==> config.mk <==
export PLATFORM = sky130hd
export DESIGN_NAME = exc_commit_ctrl
export DESIGN_NICKNAME = d
export VERILOG_FILES = /design/src/rtl/exc_commit_ctrl.sv
export SDC_FILE = /design/constraint.sdc
export NUM_CORES = 1
export LEC_CHECK = 0
export CORE_MARGIN = 1
export CORE_UTILIZATION = 34
export CTS_CLUSTER_DIAMETER = 200
export DETAILED_ROUTE_END_ITERATION = 8
export PLACE_DENSITY = 0.89
export SYNTH_ARGS = -nofsm -noshare
export SYNTH_HDL_FRONTEND = slang
export SYNTH_SLANG_ARGS = --single-unit
==> constraint.sdc <==
create_clock -name clk -period 2.1 [get_ports clk]
set_input_delay 0.42 -clock clk [delete_from_list [all_inputs] [get_ports clk]]
set_output_delay 0.42 -clock clk [all_outputs]
set_load 0.02 [all_outputs]
==> src/rtl/exc_commit_ctrl.sv <==
// Exception/interrupt commit controller at WB: chooses the winning cause,
// pulses exc/eret toward CP0, flushes the pipeline and holds a fetch redirect
// until fetch accepts it. Also counts taken exceptions, wrapping at 2^32.
module exc_commit_ctrl #(
  parameter logic [31:0] EXC_VECTOR = 32'hbfc00380
) (
  input  logic        clk,
  input  logic        resetn,
  input  logic        wb_valid,
  input  logic [31:0] wb_pc,
  input  logic        wb_bd,
  input  logic        wb_inst_adel,
  input  logic        wb_ri,
  input  logic        wb_ov,
  input  logic        wb_syscall,
  input  logic        wb_break,
  input  logic        wb_mem_adel,
  input  logic        wb_mem_ades,
  input  logic [31:0] wb_mem_addr,
  input  logic        wb_eret,
  input  logic        has_int,
  input  logic [31:0] cp0_epc,
  output logic        exc,
  output logic [4:0]  excode,
  output logic        bd,
  output logic [31:0] exc_pc,
  output logic [31:0] badvaddr,
  output logic        inst_adel,
  output logic        mem_adel,
  output logic        mem_ades,
  output logic        eret,
  output logic        flush,
  output logic        redirect_valid,
  output logic [31:0] redirect_pc,
  input  logic        redirect_ready,
  output logic [31:0] exc_count
);

  localparam logic [0:0] S_IDLE     = 1'b0;
  localparam logic [0:0] S_REDIRECT = 1'b1;

  logic [0:0]  r_state;
  logic        r_int_q;
  logic [31:0] r_redirect_pc;
  logic [31:0] r_exc_count;

  logic        w_active;
  logic        w_int;
  logic        w_exc;
  logic [4:0]  w_excode;
  logic        w_q_inst_adel;
  logic        w_q_mem_adel;
  logic        w_q_mem_ades;
  logic        w_eret;

  // WB causes are only looked at while no redirect is outstanding.
  assign w_active = wb_valid & (r_state == S_IDLE);
  // An interrupt must be seen on two consecutive cycles to be taken.
  assign w_int    = r_int_q & has_int;

  // Fixed-priority cause selection; only the winner's qualifier is raised.
  always_comb begin
    w_exc         = 1'b0;
    w_excode      = 5'h00;
    w_q_inst_adel = 1'b0;
    w_q_mem_adel  = 1'b0;
    w_q_mem_ades  = 1'b0;
    if (w_active) begin
      if (w_int) begin
        w_exc    = 1'b1;
        w_excode = 5'h00;
      end else if (wb_inst_adel) begin
        w_exc         = 1'b1;
        w_excode      = 5'h04;
        w_q_inst_adel = 1'b1;
      end else if (wb_ri) begin
        w_exc    = 1'b1;
        w_excode = 5'h0a;
      end else if (wb_ov) begin
        w_exc    = 1'b1;
        w_excode = 5'h0c;
      end else if (wb_syscall) begin
        w_exc    = 1'b1;
        w_excode = 5'h08;
      end else if (wb_break) begin
        w_exc    = 1'b1;
        w_excode = 5'h09;
      end else if (wb_mem_adel) begin
        w_exc        = 1'b1;
        w_excode     = 5'h04;
        w_q_mem_adel = 1'b1;
      end else if (wb_mem_ades) begin
        w_exc        = 1'b1;
        w_excode     = 5'h05;
        w_q_mem_ades = 1'b1;
      end
    end
  end

  // Any exception, interrupts included, suppresses a coincident eret.
  assign w_eret = w_active & wb_eret & ~w_exc;

  assign exc            = w_exc;
  assign excode         = w_excode;
  assign inst_adel      = w_q_inst_adel;
  assign mem_adel       = w_q_mem_adel;
  assign mem_ades       = w_q_mem_ades;
  assign eret           = w_eret;
  assign bd             = wb_bd;
  assign exc_pc         = wb_pc;
  assign badvaddr       = wb_mem_addr;
  assign redirect_valid = (r_state == S_REDIRECT);
  assign flush          = w_exc | w_eret | (r_state == S_REDIRECT);
  assign redirect_pc    = r_redirect_pc;
  assign exc_count      = r_exc_count;

  // Interrupt history, redirect FSM, redirect target and exception counter.
  always_ff @(posedge clk or negedge resetn) begin
    if (!resetn) begin
      r_state       <= S_IDLE;
      r_int_q       <= 1'b0;
      r_redirect_pc <= 32'h0;
      r_exc_count   <= 32'h0;
    end else begin
      r_int_q     <= has_int;
      r_exc_count <= r_exc_count + {31'd0, w_exc};
      case (r_state)
        S_IDLE: begin
          if (w_exc | w_eret) begin
            r_redirect_pc <= w_exc ? EXC_VECTOR : cp0_epc;
            r_state       <= S_REDIRECT;
          end
        end
        S_REDIRECT: begin
          if (redirect_ready) r_state <= S_IDLE;
        end
        default: r_state <= S_IDLE;
      endcase
    end
  end

endmodule

==> results of run 1 <==
-- worst max-delay path, delay by kind of cell --
family                 cells  cell delay, ns
buffers and inverters      4            0.57
and+or+nand+nor            3            0.58
-- area by class of cell --
cell class                      count  area [um2]
Clock buffer                       10         138
Clock inverter                      6        66.3
Sequential cell                    66        1650
Multi-Input combinational cell    160        1180
Inverter                            5        18.8
Timing Repair Buffer              148        1400
Fill cell                         818        4710
Tap cell                          129         161
-- cell families after synthesis --
kind of cell               share of synthesized area, %
and+or+nand+nor                                    16.6
buffers and inverters                              16.9
DFF                                                50.1
AOI/OAI and AO/OA                                  7.55
xor gates and xnor gates                           7.97
adders and majority gates                         0.759
other                                             0.114
-- state kept, by name (all words and copies together) (netlist names) --
signal          flops
redirect_pc        32
exc_count          32
redirect_valid      1
r_int_q             1
-- where the power goes --
group | switching [mW] | leakage (nW) | internal (mW)
Combinational | 0.334 | 1.14 | 0.345
Clock | 0.514 | 0.0945 | 0.580
Sequential | 0.112 | 0.851 | 1.36
Total | 0.960 | 2.08 | 2.28
-- metal layers --
metal | GRT usage (%) | vias up | routed length [um]
li1 | - | 1142 | -
met1 | 17.6 | 1183 | 3010
met2 | 28.5 | 97 | 4120
met3 | 4.44 | 32 | 471
met4 | 9.81 | 0 | 253
met5 | 0 | - | 0
-- through the flow --
step | setup TNS, ns | hold slack [ns] | cells | instance area [um2]
6_report | 0 | 0.0524 | 524 | 4620
5_1_grt | -0.00225 | 0.0827 | 524 | 4620
4_1_cts | 0 | 0.0598 | 522 | 4580
3_5_place_dp | -23.27 | 0.443 | 499 | 4290
3_3_place_gp | -19.09 | 0.438 | 499 | 4290
2_1_floorplan | 0 | 0.124 | 302 | 3320
-- repair_timing --
| item | CTS | global route |
|---|---|---|
| setup endpoints to repair | 39 | 24 |
| buffers inserted | 7 | 2 |
| hold buffers | 0 | 0 |
| resized for setup | 52 | 12 |
| cloned | 0 | 0 |
| endpoints found under the hold margin | 0 | 0 |
| pin swaps | 7 | 6 |
-- final timing paths --
check | slack [ns] | endpoint | startpoint
setup / recovery | 0.11 | exc | wb_syscall
hold / removal | 0.05 | exc_count[21] | resetn
setup reg to reg | 0.16 | exc_count[15] | redirect_valid
hold reg to reg | 0.49 | exc_count[31] | exc_count[31]
max in group asynchronous | 1.39 | exc_count[2] | resetn
min in group clk | 0.35 | r_int_q | has_int
-- placed cells by master, fill, tap and decap left out, types with 2 or more instances in the layout --
cell type,n
and2_1,2
o22a_1,4
nand3_1,14
xor2_1,7
dlygate4sd2_1,6
buf_6,5
buf_4,23
nor2_2,2
inv_1,2
nand2_2,3
nand2_1,27
clkinvlp_4,3
and3_1,9
clkdlybuf4s50_1,99
a22o_1,20
ha_4,2
clkdlybuf4s15_1,3
buf_2,7
o21ai_0,2
clkbuf_8,10
dfrtp_1,66
nor3_4,2
xnor2_1,23
nand4_1,13
dlymetal6s2s_1,2
nor4_4,2
inv_2,3
nor2_1,7
nor3_1,4
==> results.yml, run 1 <==
run_status:
  outcome: "finished, final reports clean"
critical_path:
  r2r_cells: 9
  crit_arrival_ns: 1.57
  path_class: "input pin to output port"
  required_ns: 1.68
  cp_cell_sequence: "clkdlybuf4s15_1, nor4_4, nand4_4, buf_6, nand2_2, inv_2, buf_2"
  crit_slowest_cell: "nor4_4"
  start_kind: "input pin"
  critPathMaxStageDelay_ns: 0.35
  cp_max_fo: 4
  end_kind: "output port"
synthesis:
  yosys-top-cells-area: "dfrtp_1 50%, buf_4 15%, xnor2_1 6.1%"
  synth.most_common_cell: "buf_4"
  yosysSeqAreaShare_pct: 50.1
  synth_area_mm2: 0.00330
  yosysTopAreaCell: "dfrtp_1"
  yosys.area.top_type_share_pct: 50.1
  ys_dominant_reg_cell: "dfrtp_1"
  ys_ff_latch: 66
  synth_edf_count: 0
  synthDistinctLibCells: 33
  syn_inst: 302
  async_flop_share_pct: 100
  syn_nets: 414
  avgSynthCellArea_um2: 10.9
  ys_warn_count: 0
  synth_top_cells_by_count: "68 x buf_4, 66 x dfrtp_1, 31 x nand2_1, 23 x xnor2_1, 20 x a22o_1"
clocking:
  clk_latency_ns: 0.35
  cts_sinks: 66
  clk_pin_slew_worst_paths_ns: 0.07
  cts_buffers: 9
  cts_buffer_depth: 2
  htree_levels: 3
  cts_root_buf: "clkbuf_8"
  cts_tree: "yes"
drt:
  wl_um: 7850
  ant_nets: 0
  initialDrtViolationCount: 130
  detail_route.wl_per_cell_um: 15.0
  via_count: 2454
  vias_per_cell: 4.68
  drc: 0
  dr.pass1.iters: 4
sta:
  maxSlewViolCount: 0
  max_freq_mhz: 503
  worst_slack_ns: 0.110
  finalHoldViolCount: 0
  post-route-min-period_ns: 1.99
  worst_pin_slew_ns: 0.549
  setup_viol: 0
  clock_skew_ns: 0.00740
  period_share_pct: 94.8
  timing.slew.headroom_pct: 63.4
floorplan:
  die_area_mm2: 0.0101
  initial_core_util_pct: 35.3
  design.core.area_mm2: 0.00933
  io_pins: 251
  fp.dieH_um: 100
  rows: 35
  dieWidth_um: 100
final_layout:
  diodes: 0
  final_nets: 502
  area_delta_synth_final_pct: 40.0
  utilization_pct: 49.5
  drive_gt1_share_pct: 19.7
placement:
  gp_congestion: 0.826
  dp_slack_ns: -0.663
  dpl.hpwl_um: 5710
  place.port_buffers: 119
power:
  power.density_mw_per_mm2: 703
  total_power_mw: 3.24
  p_leak_nw: 2.08
  ir_worst_vdd_uv: 310
hold_path:
  hp-class: "input pin to async pin"
global_routing:
  overflow: 0
  grt_pass1_vias: 2580
  grtUsageTotal_pct: 16.3
  grt_max_degree: 27
  antenna_found_initial: 0
  grt_pass1_wl_um: 12500
run:
  cap_violations: 0
Power figures use the tool's default switching activity.
==> inputs of run 2 (changes only) <==
- CORE_UTILIZATION: 34 -> 30
- PLACE_DENSITY: 0.89 -> 0.81
- REMOVE_ABC_BUFFERS: not set -> 1
==> run 2 against run 1 <==
  * Register-to-register slack about the same
  * Largest power group unchanged
  * Critical endpoint is now exc_count[24]
  * Sequential share of layout area down 0.54 points
  * Routed wire length up 85%
  * Largest cell class unchanged
  * Clock-buffer cell count down 1
  * Critical path type is now input pin to register
  * Fmax down 4.1%
==> results.yml, run 2 (same netlist as run 1, synthesis figures left out) <==
run_status:
  outcome: "finished, final reports clean"
clocking:
  cts_root_buf: "clkbuf_8"
  cts_buffer_depth: 2
  clk_latency_ns: 0.34
  postCtsHoldBufs: 0
  htree_levels: 3
  cts_sinks: 66
  cts_tree: "yes"
  cts_buffers: 9
  clk_pin_slew_worst_paths_ns: 0.09
drt:
  detail_route.wl_per_cell_um: 27.1
  initialDrtViolationCount: 155
  wl_um: 14500
  via_count: 2642
  ant_nets: 0
  drc: 0
  dr.pass1.iters: 4
  vias_per_cell: 4.93
floorplan:
  rows: 37
  io_pins: 251
  fp.dieH_um: 107
  design.core.area_mm2: 0.0105
  dieWidth_um: 107
  die_area_mm2: 0.0114
  initial_core_util_pct: 31.4
sta:
  setup_viol: 0
  period_share_pct: 98.8
  max_freq_mhz: 482
  grt_setup_unrepaired: "true"
  finalHoldViolCount: 0
  clock_skew_ns: 0.0117
  post-route-min-period_ns: 2.08
  maxSlewViolCount: 0
power:
  p_leak_nw: 2.11
  ir_worst_vdd_uv: 387
  power.density_mw_per_mm2: 747
critical_path:
  path_class: "input pin to register"
  start_kind: "input pin"
  crit_arrival_ns: 2.31
  cp_max_fo: 5
  required_ns: 2.33
  end_kind: "register"
global_routing:
  grt_pass1_vias: 2649
  antenna_found_initial: 0
  grt_pass1_wl_um: 19700
  grt_max_degree: 67
  overflow: 0
  grtUsageTotal_pct: 25.6
run:
  cap_violations: 0
final_layout:
  drive_gt1_share_pct: 20.8
  layout_common_cells: "100 x clkdlybuf4s50_1, 66 x dfrtp_1, 31 x buf_4"
  layout_commonest_cell: "clkdlybuf4s50_1"
  final_nets: 507
  fin_cells: 536
  diodes: 0
  area_delta_synth_final_pct: 42.1
  utilization_pct: 44.6
  fill_cells: 984
placement:
  dpl.hpwl_um: 12200
  place.port_buffers: 119
  gp_congestion: 0.915
  placed_cells: 507
hold_path:
  hp-class: "input pin to async pin"
==> run 2: cell count changes in the layout (fill, tap and decap cells not counted), sizes merged <==
cell	previous run	this run
dlygate4sd2	6	3
dlymetal6s2s	2	0
clkdlybuf4s50	99	100
clkinvlp	3	0
inv	5	7
bufinv	1	3
clkbuf	11	10
buf	36	45
==> run 2: area by class of cell <==
class                      count  area, um2  share of cell area [%]
tap                          136        170                    3.63
sequential                    66       1650                    35.2
multi-input combinational    160       1160                    24.9
timing repair buffer         153       1430                    30.5
clock buffer                   9        124                    2.64
inverter                       5       21.3                   0.454
clock inverter                 7        125                    2.67
==> run 2: per-layer routing <==
layer / up-vias / track usage [%] / wire (um) / share of wire (%)
li1: 1157 / - / - / -
met1: 1214 / 16.8 / 3200 / 22
met2: 246 / 43.9 / 7230 / 50
met3: 21 / 29.9 / 3740 / 26
met4: 4 / 5.97 / 256 / 1.8
met5: - / 5.71 / 90 / 0.62
==> run 2: where the power goes <==
part | switching [mW] | internal, mW
clock | 0.537 | 0.801
combinational | 0.339 | 0.347
sequential | 0.114 | 1.36
total | 0.990 | 2.51
==> run 2: per-stage QoR <==
step	TNS, ns	setup WS [ns]	power [mW]	hold WS, ns	cell area [um2]
detailed placement	-20.33	-0.623	2.13	0.471	4290
global placement	-17.79	-0.593	2.12	0.460	4290
global route	-0.153	-0.0383	3.66	0.0750	4690
floorplan	-2.70	-0.206	1.71	0.124	2760
finish	0	0.0243	3.50	0.0692	4690
CTS	0	0.00790	3.48	0.0904	4630
==> run 2: repair_timing <==
item,in CTS,in global routing
setup buffers,11,3
hold endpoints to repair,0,0
endpoints found under the setup margin,36,28
resized for setup,69,16
pin swaps,8,7
==> run 2: final timing paths <==
path | start | to | slack, ns | depth (start not counted)
max in group asynchronous | resetn | redirect_pc[28] | 1.69 | 2
worst min-delay path | resetn | exc_count[21] | 0.07 | 2
worst min register to register | exc_count[31] | exc_count[31] | 0.48 | 1
min in group clk | has_int | r_int_q | 0.34 | 1
worst max-delay path | wb_valid | exc_count[24] | 0.02 | 11
worst max register to register | redirect_valid | exc_count[24] | 0.17 | 10
==> run 2: worst max-delay path, cell delays in order <==
cell	delay, ns
clkdlybuf4s50_1	0.46
nor2b_4	0.19
nand2_1	0.09
inv_1	0.12
ha_4	0.18
ha_4	0.13
nand2_2	0.10
nor3_4	0.18
buf_4	0.16
nand4_1	0.11
xnor2_1	0.16
